### src/rtl/axi_burst_sequencer.sv
// axi_burst_sequencer: splits byte-count transfer requests into AXI INCR/FIXED address bursts
module axi_burst_sequencer #(
  parameter int AW = 32,
  parameter int DW = 32
) (
  input  logic          clk,
  input  logic          rst,
  input  logic          req_valid,
  output logic          req_ready,
  input  logic [AW-1:0] req_addr,
  input  logic [AW-1:0] req_byte_count,
  input  logic          req_fixed,
  output logic          ax_valid,
  input  logic          ax_ready,
  output logic [AW-1:0] ax_addr,
  output logic [7:0]    ax_len,
  output logic [2:0]    ax_size,
  output logic [1:0]    ax_burst,
  output logic          done,
  output logic          err
);
  localparam int BPB = DW / 8;
  localparam int SZ = $clog2(BPB);
  localparam logic [1:0] BURST_FIXED = 2'b00;
  localparam logic [1:0] BURST_INCR = 2'b01;
  typedef enum logic {IDLE, ISSUE} state_t;
  state_t state, next;
  logic [AW-1:0] addr, rem;
  logic fixed, hs, last, bad, take;
  logic [12:0] pg, cap, lim;
  logic [8:0] beats;
  // burst sizing: FIXED caps at 16 beats, INCR at 256 beats and the next 4 KB page
  always_comb begin
    pg = 13'(13'h1000 - {1'b0, addr[11:0]}) >> SZ;
    cap = fixed ? 13'd16 : 13'd256;
    lim = (fixed || cap < pg) ? cap : pg;
    beats = (rem < AW'(lim)) ? rem[8:0] : lim[8:0];
    hs = state == ISSUE && ax_ready;
    last = hs && rem == AW'(beats);
    bad = |(req_addr & AW'(BPB - 1)) || |(req_byte_count & AW'(BPB - 1)) || req_byte_count == '0;
    take = state == IDLE && req_valid;
  end
  // state register
  always_ff @(posedge clk) begin
    if (rst) state <= IDLE;
    else state <= next;
  end
  // next state: accept good requests, leave ISSUE on the final handshake
  always_comb begin
    next = state == IDLE ? ((req_valid && !bad) ? ISSUE : IDLE) : (last ? IDLE : ISSUE);
  end
  // outputs derive from registered state so they hold steady while stalled
  always_comb begin
    req_ready = state == IDLE;
    ax_valid = state == ISSUE;
    ax_addr = addr;
    ax_len = ax_valid ? 8'(beats - 9'd1) : 8'd0;
    ax_burst = fixed ? BURST_FIXED : BURST_INCR;
    ax_size = 3'(SZ);
  end
  // request latch, per-handshake bookkeeping and status pulses
  always_ff @(posedge clk) begin
    if (rst) begin
      addr <= '0;
      rem <= '0;
      fixed <= 1'b0;
      done <= 1'b0;
      err <= 1'b0;
    end else begin
      done <= last;
      err <= take && bad;
      if (take && !bad) begin
        addr <= req_addr;
        rem <= req_byte_count >> SZ;
        fixed <= req_fixed;
      end else if (hs) begin
        rem <= rem - AW'(beats);
        if (!fixed) addr <= addr + (AW'(beats) << SZ);
      end
    end
  end
endmodule
### config.mk
export PLATFORM = sky130hd
export DESIGN_NAME = axi_burst_sequencer
export DESIGN_NICKNAME = d
export VERILOG_FILES = /design/src/rtl/axi_burst_sequencer.sv
export SDC_FILE = /design/constraint.sdc
export NUM_CORES = 1
export LEC_CHECK = 0
export ABC_AREA = 1
export BUFFER_PORTS_ARGS = -buffer_cell sky130_fd_sc_hd__buf_2
export CAP_MARGIN = 20
export CELL_PAD_IN_SITES_DETAIL_PLACEMENT = 0
export CELL_PAD_IN_SITES_GLOBAL_PLACEMENT = 1
export CORE_MARGIN = 5
export CORE_UTILIZATION = 25
export CTS_BUF_LIST = sky130_fd_sc_hd__clkbuf_8
export DETAILED_ROUTE_END_ITERATION = 8
export GPL_TIMING_DRIVEN = 0
export PLACE_DENSITY_LB_ADDON = 0.1
export SLEW_MARGIN = 5
export SYNTH_ARGS = -nofsm -noshare
export SYNTH_HDL_FRONTEND = slang
export SYNTH_SLANG_ARGS = --single-unit
### constraint.sdc
create_clock -name clk -period 6.9 [get_ports clk]
set_clock_uncertainty 0.1 [all_clocks]
set_input_delay 1.38 -clock clk [delete_from_list [all_inputs] [get_ports clk]]
set_output_delay 1.38 -clock clk [all_outputs]
set_load 0.01 [all_outputs]
==> results.json, run 1 <==
{
  "status": "complete, no violations",
  "ys_seq_elements": 68,
  "irDropWorstVdd_uv": 73.18,
  "swShare_pct": 44.16,
  "critPathMostFrequentCell": "nand2_2",
  "final.period_utilization_pct": 94.29,
  "fp.dieH_um": 172.9,
  "synth_cells": 1177,
  "sequentialPowerShare_pct": 31.2,
  "fin_util_pct": 30.22,
  "worst_setup_path_end_kind": "output pin",
  "crit_type": "flop to output pin",
  "h-tree-depth": 3,
  "yosysMostFrequentCell": "nand2_1",
  "clk_pin_slew_ps": 80,
  "drt-initial-drc-count": 512,
  "worst_pin_slew_ps": 897.3,
  "grt_max_degree": 11,
  "initial_core_util_pct": 25.39,
  "fillCellCount": 3106,
  "synth_common_cells": "nand2_1 (304), inv_1 (211), nand3_1 (124)",
  "slew_viol_final": 0,
  "die_w_um": 172.9,
  "slowest_delay_ps": 390,
  "ys_warn_count": 0,
  "num_rows": 59,
  "switching_power_w": 0.0005773,
  "vias_per_cell": 4.692,
  "cpMaxStageDelayCell": "dfxtp_4",
  "power_leakage_nw": 3.953,
  "synth_area_leader_cell": "dfxtp_1",
  "period_needed_ps": 6506,
  "first_pass_iters": 5,
  "setup_viol": 0,
  "drive_above_1_share_pct": 16.64,
  "pwr-share-clk_pct": 25.9,
  "ctsRootBufferMaster": "clkbuf_8",
  "routed_wl_um": 28430,
  "rrSetupSlack_ps": 740,
  "grt_pass1_wl_um": 43280,
  "clkLatencyLatePin_ps": 380,
  "maxSlewHeadroom_pct": 39.55,
  "antenna_left": 0,
  "synth_edf_count": 0,
  "grt-ovfl-total": 0,
  "dpl.hpwl_um": 23290,
  "final_hold_viol_count": 0,
  "clk_path_buf_depth": 2,
  "cts_tree": "done",
  "intPower_w": 0.0007300,
  "fmax_mhz": 153.7,
  "critPathLaunchType": "flop",
  "synth_flop_cell": "dfxtp_1",
  "via_count": 7719,
  "worst_hold_path_type": "flop to flop",
  "post-route-drc-count": 0,
  "synth_area_per_cell_um2": 5.637,
  "required_ps": 5420,
  "yosysSeqAreaShare_pct": 20.52,
  "combPwrFrac_pct": 42.9,
  "maxCapViolations": 0,
  "total_power_w": 0.001307,
  "hold_slack_ps": 402.4,
  "avgRoutedWirePerCell_um": 17.28,
  "syn-cell-area_um2": 6635,
  "synth.area.top_cells": "dfxtp_1 (21%), nand2_1 (17%), inv_1 (12%)",
  "grt_pass1_vias": 7360,
  "ys_async_sr_fraction_pct": 0,
  "nNetsFinal": 1399,
  "crit_fanout": 10,
  "gp_congestion": 0.8642,
  "syn2layout_area_growth_pct": 19.01,
  "core_um2": 26130,
  "n_antenna_cell": 0,
  "power.density_nw_per_um2": 165.6,
  "grt_usage_pct": 18.43,
  "num_io_pins": 118,
  "netlist.area_leader.share_pct": 20.52,
  "synth.distinct_cells": 49,
  "die-area_um2": 29900,
  "cts_hold_buf": 0,
  "antenna_found_initial": 0,
  "io_buffers": 112,
  "numCtsBuffers": 9,
  "crit_arrival_ps": 5030,
  "cts.sinks": 68
}
-- stage by stage --
stage / cell area [um^2] / setup TNS [ps] / std cells / setup slack [ps]
6_report: 7896 / 0 / 1645 / 394.2
5_1_grt: 7896 / -21.43 / 1645 / -21.43
4_1_cts: 7806 / 0 / 1642 / 2.846
3_5_place_dp: 7630 / 0 / 1628 / 430.4
3_3_place_gp: 7630 / 0 / 1628 / 418.0
2_1_floorplan: 6650 / 0 / 1181 / 1258
-- timing repair --
item | 4_1_cts | 5_1_grt
setup endpoints to repair | 0 | 12
buffers inserted | 0 | 3
gates resized for setup | 0 | 24
-- final timing paths --
check                              to  depth (start not counted)                      from
max                         ax_len[7]                         36   ax_addr[4]$_SDFFE_PP0P_
min          ax_addr[31]$_SDFFE_PP0P_                          2  ax_addr[31]$_SDFFE_PP0P_
max reg2reg      rem[18]$_SDFFE_PP0P_                         35   ax_addr[4]$_SDFFE_PP0P_
min reg2reg  ax_addr[31]$_SDFFE_PP0P_                          2  ax_addr[31]$_SDFFE_PP0P_
-- layout by cell type (no fill, tap or decap), drive strengths merged, types with 16 or more instances in the layout --
master and count:
nor4 18, nor2 117, nor3 21, a21oi 75, o21ai 59, dfxtp 68, ha 23, nand2 324
nand3 133, o22ai 16, inv 221, nand4 16, buf 124, clkbuf 36
-- routing by layer --
layer	GRT usage [%]	vias to the layer above	wire length [um]
li1	-	4029	-
met1	25.48	3492	13800
met2	30.40	167	12990
met3	2.707	31	1127
met4	4.323	0	514
met5	0	-	0
-- area by class of cell --
cell class	count	area, um^2	share of cell area (%)
Buffer	33	153.9	1.949
Clock buffer	12	165.2	2.092
Clock inverter	2	11.26	0.1426
Inverter	223	839.6	10.63
Multi-Input combinational cell	857	4355	55.16
Sequential cell	68	1369	17.33
Tap cell	335	419.2	5.308
Timing Repair Buffer	115	583.1	7.384
-- critical path, delay by kind of cell, from the launching register on --
| kind | cells | cell delay (ps) |
|---|---|---|
| xor+xnor | 1 | 180 |
| compound gates | 5 | 690 |
| fa+ha+maj | 2 | 580 |
| buf+inv | 7 | 650 |
| flops | 1 | 390 |
| simple gates | 21 | 2140 |
-- flip-flops by register name, summed over array words and instances, names as in the netlist --
| register | cells |
|---|---|
| err | 1 |
| rem | 32 |
| done | 1 |
| ax_valid | 1 |
| ax_addr | 32 |
| fixed | 1 |
-- cells by family after synthesis --
group	count (synthesis)	share of synthesized area, %
compound gates	180	15.71
xor+xnor	8	1.056
fa+ha+maj	23	4.337
buf+inv	256	14.88
flops	68	20.52
other cells	2	0.1132
simple gates	640	43.39
-- power by group through the flow --
stage                     sequential (W)  combinational [W]  clock (W)
after floorplan                 0.000414           0.000394          0
after global placement          0.000417           0.000555          0
after detailed placement        0.000417           0.000558          0
after CTS                       0.000408           0.000560   0.000359
after global routing            0.000409           0.000635   0.000364
final                           0.000408           0.000561   0.000339
No activity file was read; power rests on OpenSTA's default activity.
==> run 2: changes to the inputs <==
--- a/config.mk
+++ b/config.mk
@@ -12,7 +12,7 @@
 export CELL_PAD_IN_SITES_GLOBAL_PLACEMENT = 1
 export CORE_MARGIN = 5
 export CORE_UTILIZATION = 25
-export CTS_BUF_LIST = sky130_fd_sc_hd__clkbuf_8
+export CTS_BUF_LIST = sky130_fd_sc_hd__clkbuf_16
 export DETAILED_ROUTE_END_ITERATION = 8
 export GPL_TIMING_DRIVEN = 0
 export PLACE_DENSITY_LB_ADDON = 0.1
==> results.json, run 2 (synthesis results as in run 1) <==
{
  "use_met1_pct": 25.59,
  "setup_viol": 0,
  "maxSlewHeadroom_pct": 37.82,
  "final.period_utilization_pct": 94.26,
  "grt_pass1_vias": 7347,
  "crit_type": "flop to output pin",
  "status": "complete, no violations",
  "num_rows": 59,
  "gp_congestion": 0.8642,
  "critPathLaunchType": "flop",
  "numCtsBuffers": 9,
  "clkLatencyLatePin_ps": 340,
  "period_needed_ps": 6504,
  "via_count": 7693,
  "antenna_found_initial": 0,
  "grt_use_met3_pct": 2.402,
  "cts.sinks": 68,
  "grt_pass1_wl_um": 43170,
  "num_io_pins": 118,
  "crit_arrival_ps": 5020,
  "reg2reg_from": "ax_addr[1]$_SDFFE_PP0P_",
  "slowest_delay_ps": 350,
  "avgRoutedWirePerCell_um": 17.27,
  "drt-initial-drc-count": 518,
  "io_buffers": 112,
  "ctsRootBufferMaster": "clkbuf_16",
  "maxCapViolations": 0,
  "cts_tree": "done",
  "layout_common_cells": "nand2_1 (301), inv_1 (211), nand3_1 (124), buf_2 (115), nor2_1 (101)",
  "power.density_nw_per_um2": 176.1,
  "vias_per_cell": 4.677,
  "cpMaxStageDelayCell": "dfxtp_1",
  "crit_fanout": 10,
  "hp-start": "ax_addr[31]$_SDFFE_PP0P_",
  "slew_viol_final": 0,
  "nNetsFinal": 1399,
  "antenna_left": 0,
  "die-area_um2": 29900,
  "h-tree-depth": 3,
  "dpl.hpwl_um": 23290,
  "pre_cts_slack_ps": 430.4,
  "worst_pin_slew_ps": 922.9,
  "n_antenna_cell": 0,
  "power_leakage_nw": 3.974,
  "stdcell_count": 1645,
  "drive_above_1_share_pct": 16.34,
  "grt_max_degree": 11,
  "rrSetupSlack_ps": 740,
  "fmax_mhz": 153.7,
  "total_power_w": 0.001401,
  "final_common_cell": "nand2_1",
  "first_pass_iters": 5,
  "setup.worst_path.start": "ax_addr[1]$_SDFFE_PP0P_",
  "busiest_layer": "met2",
  "grt_usage_pct": 18.38,
  "fillCellCount": 3104,
  "syn2layout_area_growth_pct": 19.84,
  "required_ps": 5420,
  "die_w_um": 172.9,
  "clk_pin_slew_ps": 60,
  "irDropWorstVdd_uv": 84.28,
  "routed_wl_um": 28420,
  "crit_buf_inv": 7,
  "initial_core_util_pct": 25.39,
  "use_met2_pct": 30.32,
  "crit_family": "simple AND/OR/NAND/NOR gates",
  "layout_setup_ws_ps": 395.9,
  "tns_ps": 0,
  "worst_setup_path_end_kind": "output pin",
  "post-route-drc-count": 0,
  "fp.dieH_um": 172.9,
  "clk_path_buf_depth": 2,
  "grt-ovfl-total": 0,
  "final_hold_viol_count": 0,
  "core_um2": 26130,
  "placedCellCount": 1628,
  "worst_hold_path_type": "flop to flop"
}
-- run 2: cell types whose count changed in the layout (fill, tap and decap cells not counted), sizes merged --
cell    change
clkbuf      -3
clkinv      +3
-- run 2: worst paths after layout --
check | endpoint | cells after the start
setup reg to reg | rem[22]$_SDFFE_PP0P_ | 33
hold / removal | ax_addr[31]$_SDFFE_PP0P_ | 2
hold reg to reg | ax_addr[31]$_SDFFE_PP0P_ | 2
setup / recovery | ax_len[7] | 36
-- run 2: report_power, final --
part	switching (W)	internal [W]	total [W]
clock	0.000196	0.000235	0.000431
sequential	0.00000969	0.000399	0.000409
combinational	0.000385	0.000176	0.000561
-- run 2: area by class of cell --
class                   instances  area, um^2  share of cell area (%)
inverters                     223       837.1                   10.53
clock inverters                 5       22.52                  0.2832
plain buffers                  33       153.9                   1.935
repair buffers                115       583.1                   7.333
clock buffers                   9       225.2                   2.832
well taps                     335       419.2                   5.271
multi-input cells             857        4343                   54.62
flip-flops and latches         68        1368                   17.20
-- run 2: worst register-to-register path: cells and delay by family, from the launching register on --
kind	cells	cell delay [ps]
AOI/OAI and AO/OA	6	1490
xor gates and xnor gates	1	180
adders and majority gates	3	990
buffers and inverters	6	740
DFF	1	350
and+or+nand+nor	17	2170
-- run 2: layer usage --
| metal | part of all wire [%] | vias up |
|---|---|---|
| met5 | 0 | - |
| met4 | 1.6 | 0 |
| met3 | 3.5 | 31 |
| met2 | 46 | 179 |
| met1 | 49 | 3452 |
| li1 | - | 4031 |
-- run 2: per-stage QoR --
step / hold WS, ps / area [um^2] / utilization (%)
after global routing: 423.0 / 7951 / 30.43
after CTS: 406.2 / 7878 / 30.14
after floorplan: 351.0 / 6650 / -
after detailed placement: 392.7 / 7630 / 29.20
after global placement: 387.0 / 7630 / 29.20
final: 399.6 / 7951 / 30.43
-- run 2: timing repair --
item	4_1_cts	5_1_grt
endpoints found under the setup margin	0	12
hold buffers	0	0
gates resized for setup	0	20
setup buffers	0	3
